[config.mk]
export PLATFORM = sky130hd
export DESIGN_NAME = instruction_fetch_unit
export DESIGN_NICKNAME = d
export VERILOG_FILES = /design/src/rtl/instruction_fetch_unit.sv
export SDC_FILE = /design/constraint.sdc
export NUM_CORES = 1
export LEC_CHECK = 0
export BUFFER_PORTS_ARGS = -buffer_cell sky130_fd_sc_hd__buf_2
export CORE_MARGIN = 8
export CORE_UTILIZATION = 59
export CTS_CLUSTER_SIZE = 12
export DETAILED_ROUTE_END_ITERATION = 16
export PLACE_DENSITY = 0.95
export SYNTH_ARGS = -nofsm -noshare
export SYNTH_HDL_FRONTEND = slang
export SYNTH_SLANG_ARGS = --single-unit
[constraint.sdc]
create_clock -name clock -period 10.7 [get_ports clock]
set_clock_uncertainty 0.2 [all_clocks]
set_input_delay 2.14 -clock clock [delete_from_list [all_inputs] [get_ports clock]]
set_output_delay 2.14 -clock clock [all_outputs]
set_load 0.05 [all_outputs]
[src/rtl/instruction_fetch_unit.sv]
// Instruction fetch unit: owns the PC, issues one word-aligned fetch at a
// time over a req/ready handshake, collects rvalid responses into a small
// FIFO toward the decoder, and handles redirects by flushing buffered
// instructions and discarding the response of any request already accepted.
module instruction_fetch_unit #(
  parameter logic [31:0] RESET_PC  = 32'h0000_0000,
  parameter int unsigned BUF_DEPTH = 2
) (
  input  logic        clock,
  input  logic        reset_n,
  output logic        imem_req,
  output logic [31:0] imem_addr,
  input  logic        imem_ready,
  input  logic        imem_rvalid,
  input  logic [31:0] imem_rdata,
  input  logic        redirect_valid,
  input  logic [31:0] redirect_pc,
  output logic        inst_valid,
  input  logic        inst_ready,
  output logic [31:0] inst_data,
  output logic [31:0] inst_pc
);

  localparam int unsigned PTR_W = (BUF_DEPTH > 1) ? $clog2(BUF_DEPTH) : 1;
  localparam int unsigned CNT_W = $clog2(BUF_DEPTH + 1);
  localparam logic [CNT_W-1:0] DEPTH_C = CNT_W'(BUF_DEPTH);
  localparam logic [31:0] RESET_PC_AL = RESET_PC & ~32'h3;

  typedef enum logic [1:0] {
    S_IDLE  = 2'd0,
    S_REQ   = 2'd1,
    S_WAIT  = 2'd2,
    S_DRAIN = 2'd3
  } state_e;

  state_e             state_q, state_d;
  logic [31:0]        pc_q, pc_d;
  logic [31:0]        req_pc_q, req_pc_d;
  logic               imem_req_q, imem_req_d;

  logic [PTR_W-1:0]   wr_ptr_q, wr_ptr_d;
  logic [PTR_W-1:0]   rd_ptr_q, rd_ptr_d;
  logic [CNT_W-1:0]   count_q, count_d;
  logic [CNT_W-1:0]   count_nxt;
  logic [31:0]        buf_inst_q [BUF_DEPTH];
  logic [31:0]        buf_pc_q   [BUF_DEPTH];

  logic               accept;
  logic               resp_in_wait;
  logic               push;
  logic               pop;
  logic               space_after;

  // The outstanding request is accepted only from REQ; imem_req mirrors it.
  assign accept       = (state_q == S_REQ) && imem_ready;
  assign resp_in_wait = (state_q == S_WAIT) && imem_rvalid;

  // A redirect kills both the push of an arriving response and the pop
  // of the current head: neither belongs to the new instruction stream.
  assign push = resp_in_wait && !redirect_valid;
  assign pop  = inst_valid && inst_ready && !redirect_valid;

  // Occupancy after this cycle's push/pop, used to decide whether another
  // request may be issued (a slot is reserved for its response).
  assign count_nxt   = count_q + CNT_W'(push) - CNT_W'(pop);
  assign space_after = (count_nxt < DEPTH_C);

  // Next-state logic for the fetch FSM and PC; redirect takes priority.
  always_comb begin
    state_d  = state_q;
    pc_d     = pc_q;
    req_pc_d = req_pc_q;
    if (redirect_valid) begin
      pc_d = redirect_pc & ~32'h3;
      unique case (state_q)
        S_IDLE:  state_d = S_REQ;
        S_REQ:   state_d = imem_ready  ? S_DRAIN : S_REQ;
        S_WAIT:  state_d = imem_rvalid ? S_REQ   : S_DRAIN;
        S_DRAIN: state_d = imem_rvalid ? S_REQ   : S_DRAIN;
        default: state_d = S_IDLE;
      endcase
    end else begin
      unique case (state_q)
        S_IDLE: begin
          if (count_q < DEPTH_C) state_d = S_REQ;
        end
        S_REQ: begin
          if (imem_ready) begin
            state_d  = S_WAIT;
            req_pc_d = pc_q;
            pc_d     = pc_q + 32'd4;
          end
        end
        S_WAIT: begin
          if (imem_rvalid) state_d = space_after ? S_REQ : S_IDLE;
        end
        S_DRAIN: begin
          if (imem_rvalid) state_d = S_REQ;
        end
        default: state_d = S_IDLE;
      endcase
    end
    imem_req_d = (state_d == S_REQ);
  end

  // FSM, PC and registered request outputs.
  always_ff @(posedge clock or negedge reset_n) begin
    if (!reset_n) begin
      state_q    <= S_IDLE;
      pc_q       <= RESET_PC_AL;
      req_pc_q   <= RESET_PC_AL;
      imem_req_q <= 1'b0;
    end else begin
      state_q    <= state_d;
      pc_q       <= pc_d;
      req_pc_q   <= req_pc_d;
      imem_req_q <= imem_req_d;
    end
  end

  // While a request is pending the PC has not advanced yet, so the PC
  // register is the request address.
  assign imem_req  = imem_req_q;
  assign imem_addr = pc_q;

  // FIFO pointer/occupancy next state; a redirect empties the FIFO.
  always_comb begin
    wr_ptr_d = wr_ptr_q;
    rd_ptr_d = rd_ptr_q;
    count_d  = count_q;
    if (redirect_valid) begin
      wr_ptr_d = '0;
      rd_ptr_d = '0;
      count_d  = '0;
    end else begin
      if (push) wr_ptr_d = wr_ptr_q + PTR_W'(1);
      if (pop)  rd_ptr_d = rd_ptr_q + PTR_W'(1);
      count_d = count_nxt;
    end
  end

  // FIFO control registers.
  always_ff @(posedge clock or negedge reset_n) begin
    if (!reset_n) begin
      wr_ptr_q <= '0;
      rd_ptr_q <= '0;
      count_q  <= '0;
    end else begin
      wr_ptr_q <= wr_ptr_d;
      rd_ptr_q <= rd_ptr_d;
      count_q  <= count_d;
    end
  end

  // FIFO storage; contents only matter while counted, so no reset.
  always_ff @(posedge clock) begin
    if (push) begin
      buf_inst_q[wr_ptr_q] <= imem_rdata;
      buf_pc_q[wr_ptr_q]   <= req_pc_q;
    end
  end

  // Head of FIFO toward the decoder; zero when empty so reset and flush
  // present a clean all-zero instruction interface.
  assign inst_valid = (count_q != '0);
  assign inst_data  = inst_valid ? buf_inst_q[rd_ptr_q] : 32'h0;
  assign inst_pc    = inst_valid ? buf_pc_q[rd_ptr_q]   : 32'h0;

  // The reserved slot guarantees a response never lands in a full FIFO.
  assert property (@(posedge clock) disable iff (!reset_n)
                   !(push && (count_q == DEPTH_C)));

endmodule

======== Word-level counts from Yosys, hierarchy flattened ========
Memory sizes are Yosys's and may differ from the RTL's.
Index checks and enable logic that the tools add are counted.
storage, ports and cells
  memories ................................ 2
  input port bits ......................... 70
  RAM bits ................................ 128
  register bits after elaboration ......... 71
memory list
  name        words  bits a word  rd ports  clocked after memory_dff  wr ports  line  RTL
  buf_inst_q  2      32           1         0                         1         45    logic [31:0] buf_inst_q [BUF_DEPTH];
  buf_pc_q    2      32           1         0                         1         46    logic [31:0] buf_pc_q [BUF_DEPTH];
cells by class
  muxes and demuxes ....................... 22
  $add $sub $neg .......................... 5
  reductions and logical operators ........ 14
  equality and inequality tests ........... 4
  bitwise operators ....................... 1
  $lt $le $gt $ge ......................... 2
operator list
  operator                                                          count
  32-bit 2-to-1 mux                                                 5
  32-bit by 3-bit adder with 32-bit output (second input constant)  1
  2-bit 2-to-1 mux                                                  8
  2-bit nonzero test                                                5
  2-bit case mux with 4 select lines                                1
  1-bit 2-to-1 mux                                                  7
  2-bit case mux with 3 select lines                                1
  2-bit by 1-bit == test with 1-bit output (second input constant)  2
  2-bit == test (second input constant)                             2
  1-bit logical AND                                                 4
  2-bit less-than comparator (second input constant)                2
  3-bit AND reduction                                               1
  1-bit adder (second input constant)                               2
  2-bit by 1-bit adder with 2-bit output                            1
  2-bit zero test                                                   1
  2-bit AND reduction                                               1
  2-bit OR reduction                                                1
  2-bit by 1-bit subtractor with 2-bit output                       1
  1-bit zero test                                                   1
  1-bit inverter                                                    1

======== Logic depth before layout (Yosys ltp) ========
Gate-level depths: netlist of the first run.
  depth after elaboration ................. 11
  mapped depth ............................ 11
  gate-level depth less buffers ........... 11

======== Worst setup path after synthesis of the first run ========
Ideal clock, no wire load.
  path type ............................... input to register
  start ................................... input redirect_valid
  end ..................................... memory buf_inst_q[0][0], enable pin
  arrival time ............................ 5.217 ns
  buffers on the path ..................... 1
  slack ................................... 4.801 ns
  stages on the path ...................... 4
  path through ............................ clkinv_1 > clkbuf_1 > nand2_1 > nor2_1
on the way
  cells in the longest elaborated chain, start to end .. 4
ends and longest elaborated chain
  element                                 line  RTL
  start, declared                         16    input logic redirect_valid,
  1-bit zero test                         60    assign push = resp_in_wait && !redirect_valid;
  1-bit logical AND                       60
  1-bit 2-to-1 mux                        157   if (push) begin
  1-bit 2-to-1 mux (not written as such)  158   buf_inst_q[wr_ptr_q] <= imem_rdata;
  end, declared                           45
No other way between the ends.

======== Final worst setup path of the first run ========
  start ................................... input redirect_valid
  end ..................................... register imem_req_q (netlist: imem_req)
on the way
  cells in the longest elaborated chain, start to end .. 10
  elaborated cells on any way between the ends .. 11
  those cells by class .................... add/sub: 2; order compare: 1; eq/ne: 1; mux: 4; reduce/logical: 3
ends and longest elaborated chain
  element                                       line    RTL
  1-bit zero test                               60, 61
  1-bit logical AND                             60
  2-bit by 1-bit adder with 2-bit output        65      assign count_nxt = count_q + CNT_W'(push) - CNT_W'(pop);
  2-bit by 1-bit subtractor with 2-bit output   65
  2-bit less-than comparator                    66      assign space_after = (count_nxt < DEPTH_C);
  1-bit 2-to-1 mux                              95      if (imem_rvalid) state_d = space_after ? S_REQ : S_IDLE;
  2-bit 2-to-1 mux                              95
  2-bit case mux with 4 select lines            83      unique case (state_q)
  2-bit 2-to-1 mux (*)                          73      if (redirect_valid) begin
  named net state_d[0]                          36      state_e state_q, state_d;
  2-bit by 1-bit == test with 1-bit output (*)  103     imem_req_d = (state_d == S_REQ);
  named net imem_req_d                          39      logic imem_req_q, imem_req_d;
  end signal, assigned                          117     imem_req_q <= imem_req_d;
  end, declared                                 39
The timed path passes the listed nets; every way through them passes the cells marked *.
A chain may end at the register's enable or synchronous reset.

==> results of run 1 <==
[per-layer routing]
metal  up-vias  track usage, %  wire [µm]
li1       2444               -          -
met1      2551           25.58       7358
met2       272           34.22       8730
met3        30           5.602       1317
met4         0           7.211        312
met5         -               0          0
[worst max-delay path, stage by stage]
cell      delay, ns
buf_2          0.52
clkinv_1       1.00
nand2_1        0.44
ha_1           0.29
inv_1          0.06
ha_1           0.15
xor2_1         0.12
a221oi_1       0.30
a21bo_2        0.27
nor2b_1        0.13
[final timing paths]
| kind | start | endpoint | slack (ns) | cells past startpoint |
|---|---|---|---|---|
| setup / recovery | redirect_valid | imem_req | 5.35 | 10 |
| hold / removal | req_pc_q[11] | buf_pc_q[0][11] | 0.27 | 0 |
| setup reg to reg | state_q[1] | imem_req | 7.89 | 10 |
| hold reg to reg | req_pc_q[11] | buf_pc_q[0][11] | 0.27 | 0 |
| max in group asynchronous | reset_n | rd_ptr_q | 7.97 | 2 |
| min in group asynchronous | reset_n | imem_addr[10] | 1.71 | 2 |
[power by group]
| part | internal [µW] | switching [µW] |
|---|---|---|
| sequential | 884 | 72.9 |
| clock | 356 | 262 |
| combinational | 88.8 | 159 |
[registers in the layout (all words and copies together) (netlist names)]
name	flops
buf_inst_q	64
buf_pc_q	60
count_q	2
imem_addr	30
imem_req	1
rd_ptr_q	1
req_pc_q	30
state_q	2
wr_ptr_q	1
[through the flow]
| step | cells | utilization [%] | area (µm²) | total power, µW | worst slack [ns] |
|---|---|---|---|---|---|
| floorplan | 577 | - | 7931 | 1128 | 4.801 |
| global route | 918 | 71.74 | 9463 | 1886 | 5.113 |
| detailed placement | 886 | 67.25 | 8871 | 1217 | 4.978 |
| finish | 918 | 71.74 | 9463 | 1822 | 5.354 |
| global placement | 886 | 67.25 | 8871 | 1194 | 5.229 |
| CTS | 918 | 71.74 | 9463 | 1833 | 5.428 |
[kinds of logic after synthesis]
family / synth area share (%)
AOI/OAI and AO/OA: 4.060
xor gates and xnor gates: 1.327
adders and majority gates: 0.4740
buffers and inverters: 2.275
DFF: 68.18
muxes: 12.23
other: 0.04735
and+or+nand+nor: 11.41
[cell usage in the layout, fill, tap and decap left out, types with 3 or more instances in the layout]
cell / count
a31oi_1: 13
and3_1: 7
and4_1: 5
buf_2: 161
buf_4: 5
clkbuf_16: 19
clkinv_2: 3
conb_1: 4
dfrtp_1: 66
edfxtp_1: 124
ha_1: 3
inv_1: 8
inv_4: 3
mux2_2: 30
mux2i_1: 63
nand2_1: 29
nand3_1: 13
nand4_1: 13
nor2_1: 82
o211ai_1: 4
o21ai_0: 13
o31ai_1: 9
o41ai_1: 3
or4_1: 14
xnor2_1: 3
xor2_1: 9
[final cells by class]
type,instances,area (µm²)
Clock inverter,11,98.84
Multi-Input combinational cell,344,2370
Sequential cell,191,5404
Fill cell,857,3727
Timing Repair Buffer,166,843.3
Inverter,9,33.78
Tap cell,176,220.2
Clock buffer,21,493.0
==> flow_summary.yaml, run 1 <==
outcome:
  outcome: "completed"
sta:
  hold_ws_ns: 0.2721
  slew_violations: 0
  slew-limit-headroom_pct: 28.84
  tns_ns: 0
  rsz0062_at_grt: "false"
  fmax_mhz: 187.0
  tightestPinTransition_ns: 1.067
  hold_violations: 0
  fin_crit_ns: 5.346
  finalSetupViolCount: 0
  fin_crit_sh_pct: 49.96
synthesis:
  yosys_warnings: 0
  ys_seq_elements: 191
  synth.area.top_cells: "edfxtp_1 47%, dfrtp_1 21%, mux2i_1 8.0%"
  synth_common_cells: "124 x edfxtp_1, 85 x nor2_1, 67 x dfrtp_1"
  ys_types: 43
  synth_enable_flop_cells: 124
  async_flop_share_pct: 35.08
  avgSynthCellArea_um2: 13.80
  synthCells: 574
  yosysMostFrequentCell: "edfxtp_1"
  synthFlopType: "edfxtp_1"
  syn_area_um2: 7920
  synth_top_cell_area_share_pct: 47.01
  synth_top_area_cell: "edfxtp_1"
  yosysSeqAreaShare_pct: 68.18
worst_setup_path:
  crit_required_ns: 10.80
  cp-end-kind: "flip-flop"
  crit_arrival_ns: 5.45
  cp_max_fo: 42
  path_class: "input port to flip-flop"
  critPathLaunchType: "input port"
power:
  p_leak_uw: 0.003739
  power_per_cell_area_nw_per_um2: 192.6
  irDropWorstVdd_uv: 114.8
routing:
  drtPass1Iterations: 5
  wl_um: 17720
  avgViaCountPerCell: 5.770
  drt-initial-drc-count: 352
  wl_per_cell_um: 19.30
  vias: 5297
  drc_errors: 0
  drtAntennaViolNets: 0
clock_network:
  cts_root_buf: "clkbuf_16"
  cts_hold_buf: 0
  clockBufferDepth: 2
  clock_sinks: 191
  clkLatencyLatePin_ns: 0.42
  numCtsBuffers: 17
  post_cts_buffers: 0
  cts.htree.levels: 4
  cts_tree: "built"
  cts_resized: 0
  clkSlewWorstSetupHoldPaths_ns: 0.07
global_route:
  grt_use_total_pct: 20.65
  grt_pass1_vias: 5627
  antenna_found_initial: 0
  grt_pass1_wl_um: 28810
  grt_max_degree: 68
  overflow: 0
floorplanning:
  coreArea_um2: 13190
  die_area_um2: 17390
  die_y_um: 131.9
  die-width_um: 131.9
  start_util_pct: 60.05
  row_count: 42
  io_pins: 168
run:
  maxCapViolCount: 0
placed_design:
  place_congestion: 0.8740
  port_buffers: 161
  hpwl_um: 11880
worst_hold_path:
  worstHoldPathType: "flip-flop to flip-flop"
cells_and_area:
  antennaDiodeCount: 0
  syn_to_final_growth_pct: 19.48
  drive_above_1_share_pct: 31.81
  finalNetCount: 802
Note: power is estimated with default switching activity, not from simulation.
==> inputs of run 2 (changes only) <==
Settings changed: ABC_AREA set to 1, CORE_UTILIZATION 59 to 55, PLACE_DENSITY 0.95 to 0.92.
Clock period 10.7 ns to 5.02 ns, I/O delays scaled along.
==> run 2 against run 1 <==
Synthesized cell count is 45% higher; register-to-register slack worse by 5.5 ns; first-iteration DRC count is 8.2% higher; clock power is 110% higher; sequential share of layout area is 2.0 points lower; via count is 20% higher; area after synthesis is 4.7% higher; critical endpoint is now inst_pc[15]; highest routed layer unchanged; die area is 11% higher; final cell count is 29% higher; cell area is 3.6% higher; critical path type is now flip-flop to primary output; combinational power grew to 2.8 times the previous value.
==> flow_summary.yaml, run 2 <==
worst_hold_path:
  worstHoldPathType: "flip-flop to flip-flop"
  whs_path_depth: 0
  min_from: "req_pc_q[13]"
  hold-path-endpoint: "buf_pc_q[1][13]"
cells_and_area:
  reg.largest.list: "buf_inst_q (64), buf_pc_q (60)"
  layout_common_cells: "245 x nand2_1, 161 x buf_2, 124 x edfxtp_1"
  largest_reg_flops: 64
  top_register: "buf_inst_q"
  antennaDiodeCount: 0
  final_common_cell: "nand2_1"
  syn_to_final_growth_pct: 18.16
  finalNetCount: 1059
  finalNonFillerCells: 1187
  postLayoutCellArea_um2: 9802
  drive_above_1_share_pct: 22.12
global_route:
  grt_pass1_vias: 6212
  antenna_found_initial: 0
  grt_pass1_wl_um: 31100
  grt_use_total_pct: 20.24
  grt_max_degree: 65
  overflow: 0
worst_setup_path:
  crit_required_ns: 3.82
  cp-end-kind: "primary output"
  path_class: "flip-flop to primary output"
  r2r-start: "count_q[0]"
  critPathLaunchType: "flip-flop"
  rrSetupSlack_ns: 2.38
  r2r_end: "imem_req"
  crit_arrival_ns: 2.31
  reg2reg_depth: 12
  cp_max_fo: 33
floorplanning:
  io_pins: 168
  die_y_um: 138.8
  coreArea_um2: 14980
  die-width_um: 138.8
  die_area_um2: 19270
  row_count: 45
  start_util_pct: 55.39
synthesis:
  yosysMostFrequentCell: "nand2_1"
  ys_seq_elements: 191
  syn_area_um2: 8295
  synth_enable_flop_cells: 124
  synth_top_cell_area_share_pct: 44.89
  yosys_warnings: 0
  synthFlopType: "edfxtp_1"
  synth_top_area_cell: "edfxtp_1"
  async_flop_share_pct: 35.08
  avgSynthCellArea_um2: 9.935
  synth.area.top_cells: "edfxtp_1 45%, dfrtp_1 20%, nand2_1 11%"
  yosysSeqAreaShare_pct: 65.10
  synth_common_cells: "245 x nand2_1, 124 x edfxtp_1, 80 x nor2_1"
  synthCells: 835
  ys_types: 33
placed_design:
  place_area_um2: 9240
  port_buffers: 161
  place_congestion: 0.8936
  dp_slack_ns: 1.362
  placed_cells: 1155
  hpwl_um: 13370
outcome:
  outcome: "completed"
routing:
  drc_errors: 0
  drtPass1Iterations: 4
  wl_per_cell_um: 16.44
  wl_um: 19520
  vias: 6369
  drtAntennaViolNets: 0
  drt-initial-drc-count: 381
  avgViaCountPerCell: 5.366
power:
  pwr-share-clk_pct: 31.8
  swShare_pct: 31.41
  combPwrFrac_pct: 17.2
  irDropWorstVdd_uv: 237.8
  p_int_uw: 2764
  p_switching_uw: 1266
  power_per_cell_area_nw_per_um2: 411.2
  p_leak_uw: 0.004337
  power.share.sequential_pct: 51.1
sta:
  hold_violations: 0
  fin_crit_ns: 3.518
  fmax_mhz: 284.2
  slew-limit-headroom_pct: 28.07
  fin_crit_sh_pct: 70.09
  slew_violations: 0
  tightestPinTransition_ns: 1.077
  finalSetupViolCount: 0
  setup_ws_ns: 1.502
  tns_ns: 0
  rsz0062_at_grt: "false"
clock_network:
  clkSlewWorstSetupHoldPaths_ns: 0.07
  cts_resized: 0
  post_cts_buffers: 0
  clkLatencyLatePin_ns: 0.43
  cts_root_buf: "clkbuf_16"
  clockBufferDepth: 2
  clock_sinks: 191
  cts.htree.levels: 4
  cts_tree: "built"
  numCtsBuffers: 17
  cts_hold_buf: 0
run:
  maxCapViolCount: 0
run 2: cell count changes after synthesis, sizes merged, moves of 8 or more:
cell | before | now
a21oi | 1 | 66
nand3b | 0 | 10
mux2i | 63 | 0
o31ai | 9 | 0
or4 | 14 | 0
o21ai | 13 | 43
nand3 | 13 | 47
inv | 8 | 66
a31oi | 13 | 1
mux2 | 30 | 0
nand2 | 29 | 248
and3 | 8 | 0
run 2: critical path: stages, from the launching register on:
cell     delay [ns]
dfrtp_1        0.41
nor2_4         0.60
buf_4          0.47
a21oi_1        0.13
buf_2          0.24
run 2: layer usage:
metal	vias to the layer above	GRT usage, %	part of all wire, %
met1	2987	25.31	42
met2	270	33.35	49
met3	28	4.991	7.3
met5	-	0	0
met4	0	7.972	1.8
li1	3084	-	-
run 2: kinds of logic (layout without fill, tap and decap cells):
logic type / count (synthesis) / after routing / synth area share [%]
buf+inv: 106 / 267 / 5.430
compound gates: 119 / 119 / 7.451
fa+ha+maj: 3 / 3 / 0.4525
flops: 191 / 191 / 65.10
simple gates: 412 / 412 / 21.21
other cells: 1 / 4 / 0.04521
xor+xnor: 3 / 3 / 0.3168
run 2: worst max-delay path by stage:
| stage | end | slack (ns) | cells after the start | start |
|---|---|---|---|---|
| after detailed placement | buf_pc_q[0][6] | 1.36 | 5 | redirect_valid |
| after global placement | buf_pc_q[0][6] | 1.44 | 5 | redirect_valid |
| after global routing | inst_pc[15] | 1.38 | 4 | rd_ptr_q |
| final | inst_pc[15] | 1.50 | 4 | count_q[0] |
| after floorplan | buf_inst_q[0][0] | 0.17 | 5 | redirect_valid |
| after CTS | inst_pc[17] | 1.44 | 4 | rd_ptr_q |
run 2: metrics by stage:
| step | hold slack, ns | power [µW] | util (%) |
|---|---|---|---|
| after floorplan | 0.2424 | 2546 | - |
| after global placement | 0.2496 | 2727 | 61.70 |
| after detailed placement | 0.2591 | 2769 | 61.70 |
| after CTS | 0.2793 | 4051 | 65.45 |
| after global routing | 0.2888 | 4198 | 65.45 |
| final | 0.2791 | 4030 | 65.45 |
run 2: cell type report:
cell class,instances,area [µm²]
inverters,67,252.7
clock inverters,14,132.6
flip-flops and latches,191,5401
repair buffers,168,870.8
multi-input cells,541,2480
fillers,1149,5175
clock buffers,18,429.2
well taps,188,235.2
run 2: power by group through the flow:
| stage | registers, µW | logic [µW] | clock network, µW |
|---|---|---|---|
| after global placement | 2060 | 665 | 0 |
| final | 2060 | 691 | 1280 |
| after detailed placement | 2080 | 688 | 0 |
| after global routing | 2080 | 760 | 1360 |
| after CTS | 2050 | 697 | 1300 |
| after floorplan | 2170 | 375 | 0 |
